**src/rtl/pipe_latch.sv**
```systemverilog
// Pipeline stage register with a valid/ready handshake, a one-entry skid buffer and a synchronous flush.
// The upstream ready depends only on registered state, so the handshake does not form a combinational path from out_ready back to in_ready.
module pipe_latch #(
  parameter int unsigned           WIDTH     = 16,
  parameter logic [WIDTH-1:0]      RESET_VAL = '0
) (
  input  logic             clk,
  input  logic             rst_n,
  input  logic             flush,
  input  logic             in_valid,
  output logic             in_ready,
  input  logic [WIDTH-1:0] in_data,
  output logic             out_valid,
  input  logic             out_ready,
  output logic [WIDTH-1:0] out_data,
  output logic [1:0]       occupancy
);

  typedef enum logic [1:0] {
    EMPTY = 2'd0,
    ONE   = 2'd1,
    FULL  = 2'd2
  } state_t;

  state_t           state;
  state_t           stateNext;
  logic [WIDTH-1:0] mainReg;
  logic [WIDTH-1:0] mainNext;
  logic [WIDTH-1:0] skidReg;
  logic [WIDTH-1:0] skidNext;
  logic             inFire;
  logic             outFire;

  assign in_ready  = rst_n & (state != FULL);
  assign out_valid = (state != EMPTY);
  assign out_data  = mainReg;
  assign inFire    = in_valid & in_ready;
  assign outFire   = out_valid & out_ready;

  always_comb begin
    occupancy = 2'd0;
    case (state)
      ONE:     occupancy = 2'd1;
      FULL:    occupancy = 2'd2;
      default: occupancy = 2'd0;
    endcase
  end

  always_comb begin
    stateNext = state;
    mainNext  = mainReg;
    skidNext  = skidReg;
    case (state)
      EMPTY: begin
        if (inFire) begin
          mainNext  = in_data;
          stateNext = ONE;
        end
      end
      ONE: begin
        if (inFire && outFire) begin
          mainNext = in_data;
        end else if (inFire) begin
          skidNext  = in_data;
          stateNext = FULL;
        end else if (outFire) begin
          stateNext = EMPTY;
        end
      end
      FULL: begin
        if (outFire) begin
          mainNext  = skidReg;
          stateNext = ONE;
        end
      end
      default: stateNext = EMPTY;
    endcase
    // Flush squashes the entries but leaves both data registers untouched.
    if (flush) begin
      stateNext = EMPTY;
      mainNext  = mainReg;
      skidNext  = skidReg;
    end
  end

  always_ff @(posedge clk) begin
    if (!rst_n) begin
      state   <= EMPTY;
      mainReg <= RESET_VAL;
      skidReg <= RESET_VAL;
    end else begin
      state   <= stateNext;
      mainReg <= mainNext;
      skidReg <= skidNext;
    end
  end

endmodule

```
**config.mk**
```make
export PLATFORM = sky130hd
export DESIGN_NAME = pipe_latch
export DESIGN_NICKNAME = d
export VERILOG_FILES = /design/src/rtl/pipe_latch.sv
export SDC_FILE = /design/constraint.sdc
export NUM_CORES = 1
export LEC_CHECK = 0
export ABC_AREA = 1
export CAP_MARGIN = 5
export CORE_UTILIZATION = 35
export DETAILED_ROUTE_END_ITERATION = 10
export GPL_ROUTABILITY_DRIVEN = 0
export PLACE_DENSITY = 0.62
export REMOVE_ABC_BUFFERS = 1
export SYNTH_ARGS = -nofsm -noshare
export SYNTH_HDL_FRONTEND = slang
export SYNTH_SLANG_ARGS = --single-unit
```
**constraint.sdc**
```tcl
create_clock -name clk -period 3.94 [get_ports clk]
set_clock_uncertainty 0.1 [all_clocks]
set_input_delay 0.591 -clock clk [delete_from_list [all_inputs] [get_ports clk]]
set_output_delay 0.591 -clock clk [all_outputs]
set_load 0.05 [all_outputs]
```
* Word-level counts from Yosys, hierarchy flattened
Cells that the tools add are included.
** Operators by class
- Eq/ne operators :: 8
- Mux-type cells :: 11
- Bitwise operators :: 6
- Reduce and logical (&&, ||, !) cells :: 8
** Operators by type and width (number)
- $mux 16 :: 3
- $pmux 16 s3 :: 1
- $mux 2 :: 5
- $ne 2x2->1 const B :: 5
- $reduce_and 4->1 :: 2
- $pmux 2 s3 :: 1
- $reduce_and 5->1 :: 1
- $pmux 2 s2 :: 1
- $and 1x1->1 :: 3
- $ne 3x3->1 const B :: 1
- $not 1->1 :: 3
- $reduce_bool 3->1 :: 1
- $eq 2x1->1 const B :: 1
- $eq 2x2->1 const B :: 1
- $logic_not 2->1 :: 1
- $reduce_bool 2->1 :: 1
- $reduce_or 2->1 :: 1
- $logic_and 1x1->1 :: 1
** Word-level totals
- Register bits after elaboration :: 34
- Bits of input ports :: 21
- Output and inout port bits :: 20
- Word-level logic and storage cells :: 36

* Logic depth before layout (Yosys ltp)
Gate-level depths: netlist of the first run.
- Depth after elaboration :: 6
- Gate-level depth with buffers :: 11
- Mapped depth without buffers :: 9

* Least setup slack after synthesis of the first run
No wires, ideal clock.
- Path type :: reg-to-output
- From :: register state[0]
- To :: output port in_ready
- Arrival :: 1.548 ns
- Data required time :: 3.249 ns
- Path slack :: 1.701 ns
- Cell stages (with the launch flop) :: 7
- Path buffers :: 2
- Path through :: dfxtp_1 inv_2 nand2_4 buf_6 inv_8 buf_8 nor2_1
** Between the ends
- Word-level cells in the longest chain between the ends :: 2
** RTL lines
- start: declaration :: RTL line 25 : state_t state;
- start signal: assignment :: RTL line 92 : state <= stateNext;
- $ne 2x2->1 :: RTL line 34 : assign in_ready = rst_n & (state != FULL);
- $and 1x1->1 :: RTL line 34
- end: declaration :: RTL line 11 : output logic in_ready,
No other way between the ends.

* Worst setup path in the final report of the first run
- From :: register state[1]
- To :: output port occupancy[1]
** Between the ends
- Word-level cells in the longest chain between the ends :: 2
- Elaborated cells on any way between the ends :: 3
- Those cells by class :: eq/ne (2); mux (1)
** RTL lines
- $eq 2x2->1 or $eq 2x1->1 (tied branches) :: RTL line 42 : case (state)
- $pmux 2 s2 * :: RTL line 42
- end: declaration :: RTL line 16 : output logic [1:0] occupancy
Mark *: on every way between the ends. The rest lies on a longest branch, timed or not.

==> results of run 1 <==
[cell type report]
class	instances	area, µm²	area share [%]
Timing Repair Buffer	41	405.4	18.11
Multi-Input combinational cell	182	854.6	38.18
Sequential cell	34	680.7	30.41
Clock inverter	1	30.03	1.342
Clock buffer	6	82.58	3.689
Tap cell	67	83.83	3.745
Inverter	25	101.3	4.528
[stage by stage]
stage          hold WS (ps)  util, %
6_report              379.6    46.77
5_1_grt               406.7    46.77
4_1_cts               386.0    46.77
3_5_place_dp          367.6    44.42
3_3_place_gp          362.5    44.42
2_1_floorplan         355.4        -
[sequential cells by signal, summed over array words and instances (netlist names)]
register and flops:
out_data 16, skidReg 16, state 2
[placed cells by master, fill, tap and decap left out]
| cell | netlist | layout |
|---|---|---|
| dfxtp_1 | 34 | 34 |
| nand2_4 | 1 | 1 |
| nor2_1 | 52 | 52 |
| nand3_4 | 1 | 1 |
| clkbuf_8 | 0 | 6 |
| nand2_1 | 63 | 63 |
| a21oi_1 | 16 | 16 |
| nand3_1 | 16 | 16 |
| xor2_1 | 1 | 1 |
| bufinv_16 | 0 | 1 |
| inv_1 | 22 | 22 |
| a21oi_2 | 2 | 2 |
| o21bai_4 | 1 | 1 |
| buf_4 | 1 | 2 |
| o21ai_1 | 6 | 6 |
| clkdlybuf4s50_1 | 0 | 39 |
| o211ai_1 | 1 | 1 |
| nand4_1 | 1 | 1 |
| a21oi_4 | 1 | 1 |
| nand2_2 | 8 | 8 |
| o21ai_0 | 10 | 10 |
| o21ai_2 | 1 | 1 |
| nand3b_4 | 1 | 1 |
| inv_2 | 2 | 2 |
| inv_8 | 1 | 1 |
[power breakdown]
group / total [W] / internal (W) / switching (W)
logic: 0.000153 / 0.0000608 / 0.0000926
clock network: 0.000327 / 0.000202 / 0.000124
registers: 0.000364 / 0.000357 / 0.00000732
total: 0.000844 / 0.000620 / 0.000224
[cell usage after synthesis (2+ instances only)]
cell type / n / area, µm²
nor2_1: 52 / 195.2
buf_6: 8 / 90.09
inv_1: 22 / 82.58
a21oi_1: 16 / 80.08
dfxtp_1: 34 / 680.7
nand2_2: 8 / 50.05
nand2_1: 63 / 236.5
buf_2: 2 / 10.01
nand3_1: 16 / 80.08
a21oi_2: 2 / 17.52
o21ai_0: 10 / 50.05
inv_2: 2 / 7.510
o21ai_1: 6 / 30.03
[layer usage]
metal	global-route usage [%]	vias to the layer above	routed length (µm)	part of all wire, %
met1	19.00	697	1791	47
met2	26.95	33	1823	48
li1	-	856	-	-
met5	0	-	0	0
met4	6.100	0	47	1.2
met3	4.420	4	156	4.1
[worst paths after layout]
kind | startpoint | to | slack, ps
setup / recovery | state[1] | occupancy[1] | 1250
hold / removal | out_data[7] | out_data[7] | 380
setup reg to reg | state[0] | out_data[4] | 1830
hold reg to reg | out_data[7] | out_data[7] | 380
[worst min-delay path: stages (launching register included)]
cell and delay [ps]:
dfxtp_1 330, a21oi_1 40, nor2_1 80
[logic make-up after synthesis]
logic type / after synthesis / synth area share, %
AOI/OAI and AO/OA: 38 / 12.92
and+or+nand+nor: 143 / 34.82
DFF: 34 / 38.42
xor gates and xnor gates: 1 / 0.4944
buffers and inverters: 40 / 13.35
==> metrics.txt, run 1 <==
clock root buffer=clkbuf_8; GRT Resource Usage Total=15.90%; Finished Layout Cells=356; Post-Syn Instances=256; Fmax achieved=371.2 MHz; Ys Warns=0; Area Overhead vs Synth=26.34%; CP delay by family, top=buffers and inverters; largest net degree at the start of global routing=33; Starting Density=between 30% and 40%; Slew Limit Fails=0; grt ovf=0; required time of the critical path=between 3000 and 4000 ps; critical-path cell list=nand2_4 -> inv_8 -> clkdlybuf4s50_1; Leak=1.000 nW; first-pass GRT wire length=about 6.5 mm; Post-DRT Antenna Nets=0; final hold vios=0; post-synthesis sequential area ratio=38.42%; initial antenna violation count=0; worst-case clock buffer depth=2; post-DR wirelength/cell=10.73 µm; Startpoint Class=flip-flop; Residual DRC=0; worst hold path type=reg -> reg; HPWL after DPL=2.385 mm; drt first pass iters=4; status=complete, no violations; Most used DFF post-synth=dfxtp_1; Max FO, Critical Path=20; DR vias=1,590; setup ws final=1246 ps; Synth async-reset ratio=0%; DR iter-0 viols=77; Final Setup Violations=0; vias in the first global route=1,432; Hold Buf Count CTS=0; worst path bufs/invs=2; Rows=25; Design Area, Final=2238 µm²; Crit Path Category=reg -> out; overall power=0.0008438 W; Via density=4.466; Slew HR=46.80%; CTS Sinks=34; unrepaired setup endpoints after global routing=false; fraction of layout cells with a size suffix above 1=9.689%; die width=73.15 µm; CP max stage delay=820 ps; Yosys reg bits=34; DP Area=approximately 2100 µm²; Slew @ Worst Pin=between 700 and 800 ps; number of flops mapped to enable cells by yosys=0; Final #Nets=310; Avg Cell Area, Syn=6.921 µm²; worst hold path depth=2; Crit path depth=3; final-layout fill cell count=between 500 and 600; worst-skew pair later-pin latency=280 ps; Port Buffers=40; Die Ht=73.15 µm; CTS buffer count=5; Tcrit/Tclk final=68.37%; critical-path cell with the highest stage delay=clkdlybuf4s50_1; Synth cell types=28; TritonCTS clock tree=done; H-Tree Depth=2; detailed-route wire length=3.819 mm; Post-CTS Resized=0; diodes inserted=0; Crit. End Element=output port; setup bufs post-CTS=0; Setup WS pre-CTS=1458 ps; Min Clock Period, post-route=2694 ps; setup TNS=0 ps; VDD IR-drop max=134.6 µV; max cap viols=0; DP Cell Count=349; Critical Path AT=2000 ps; io pins=41; PD cells=377.0 nW/µm²; Die ar.=5350 µm²; cell depth of the worst flop-to-flop path=7; Cell Area, Synth=1772 µm²; core area=roughly 4800 µm²; Clock transition at path regs=70 ps
No activity file was read; power rests on OpenSTA's default activity.
==> inputs of run 2 (changes only) <==
- PLACE_DENSITY: 0.62 -> 0.65
- clock period: 3.94 -> 2.19 ns (I/O delays scaled with it)
==> metrics.txt, run 2 (same netlist as run 1, synthesis figures left out) <==
diodes inserted=0; startpoint of the worst hold path=out_data[1]; sequential share of power=43.2%; Crit Path Category=in -> out; drt first pass iters=4; max cap viols=0; Starting Density=37.02%; Reg area=between 600 and 700 µm²; Post-DRT Antenna Nets=0; commonest non-fill, non-tap cell in the layout=nand2_1; worst hold path type=reg -> reg; Slew HR=66.66%; Leak=between 1 and 1.5 nW; Sw Ratio=27.46%; NetSw=0.0004150 W; Die Ht=73.15 µm; Clock transition at path regs=roughly 70 ps; worst-skew pair later-pin latency=280 ps; Port Buffers=40; Post-CTS Resized=0; clock root buffer=clkbuf_8; worst-case clock buffer depth=2; required time of the critical path=1760 ps; fraction of layout cells with a size suffix above 1=12.16%; reg2reg start=state[0]; Area Overhead vs Synth=30.93%; Final Setup Violations=0; final-layout fill cell count=502; first-pass GRT wire length=6.258 mm; TritonCTS clock tree=done; detailed-route wire length=3.715 mm; WHS Endpoint=out_data[1]; VDD IR-drop max=388.8 µV; Final #Nets=between 300 and 400; DR vias=~1,600; initial antenna violation count=0; most frequent cells in the layout=63 x nand2_1, 52 x nor2_1, 36 x clkdlybuf4s50_1, 34 x dfxtp_1, 22 x inv_1; multi-input logic area=854.6 µm²; CTS buffer count=5; Via density=4.466; PD cells=651.5 nW/µm²; largest net degree at the start of global routing=25; overall power=0.001511 W; H-Tree Depth=2; GRT Resource Usage Total=15.24%; die width=73.15 µm; worst hold path depth=2; Cell Int Power=0.001096 W; Startpoint Class=input port; clock power share=37.6%; cell depth of the worst flop-to-flop path=8; Slew @ Worst Pin=around 500 ps; grt ovf=0; Rows=25; CTS Sinks=34; Critical Path AT=1610 ps; core area=4786 µm²; Crit. End Element=output port; HPWL after DPL=2.609 mm; final hold vios=0; combinational share of power=19.2%; DR iter-0 viols=66; Die ar.=5350 µm²; Max FO, Critical Path=8; unrepaired setup endpoints after global routing=false; io pins=41; Hold Buf Count CTS=0; Min Clock Period, post-route=around 2000 ps; Tcrit/Tclk final=between 90 and 100%; post-DR wirelength/cell=10.23 µm; setup bufs post-CTS=0; setup TNS=0 ps; Reg2Reg Setup Slack=440 ps; Fmax achieved=489.6 MHz; Slew Limit Fails=0; r2r endpoint=out_data[12]; status=complete, no violations; vias in the first global route=1,427; Residual DRC=0
## run 2: cell types whose count changed in the layout (fill, tap and decap cells not counted)
| cell | before | now |
|---|---|---|
| dlymetal6s2s_1 | 0 | 2 |
| clkinv_2 | 0 | 2 |
| buf_4 | 2 | 6 |
| buf_12 | 0 | 3 |
| clkdlybuf4s50_1 | 39 | 36 |
| clkbuf_8 | 6 | 5 |
## run 2: area by class of cell
| cell class | count | area share (%) |
|---|---|---|
| Tap cell | 67 | 3.614 |
| Sequential cell | 34 | 29.34 |
| Inverter | 25 | 4.369 |
| Clock buffer | 5 | 2.967 |
| Clock inverter | 3 | 1.726 |
| Multi-Input combinational cell | 182 | 36.84 |
| Timing Repair Buffer | 47 | 21.14 |
## run 2: metal layers
metal,share of wire (%),track usage (%),vias up
li1,-,-,869
met1,48,18.31,711
met2,47,26.23,37
met3,4.3,3.867,4
met4,1.1,5.229,0
met5,0,0,-
## run 2: power by group through the flow
stage	clock network [W]	logic [W]	registers, W
4_1_cts	0.000580	0.000293	0.000654
3_3_place_gp	0	0.000290	0.000668
2_1_floorplan	0	0.000101	0.000736
6_report	0.000568	0.000290	0.000653
5_1_grt	0.000603	0.000316	0.000656
3_5_place_dp	0	0.000292	0.000668
## run 2: how the worst max path moves through the flow
stage | endpoint | start | cells after the start | slack (ps)
CTS | occupancy[0] | state[1] | 4 | 30
global route | in_ready | state[0] | 5 | 90
finish | in_ready | rst_n | 5 | 150
detailed placement | skidReg[9] | rst_n | 6 | 40
floorplan | in_ready | state[0] | 4 | 320
global placement | skidReg[3] | rst_n | 6 | 80
## run 2: stage by stage
step | instance area, µm² | worst slack (ps) | cells | utilization, % | hold WS, ps
after floorplan | 1637 | 319.1 | 241 | - | 349.2
after global placement | 2206 | 77.09 | 355 | 46.09 | 358.5
after detailed placement | 2206 | 40.55 | 355 | 46.09 | 367.3
after CTS | 2315 | 26.76 | 363 | 48.37 | 385.9
after global routing | 2320 | 89.27 | 363 | 48.47 | 407.9
final | 2320 | 147.7 | 363 | 48.47 | 380.8
## run 2: worst max-delay path: stages
cell and delay, ps:
clkdlybuf4s50_1 710, buf_12 170, inv_1 50, nor2_1 190
buf_12 170
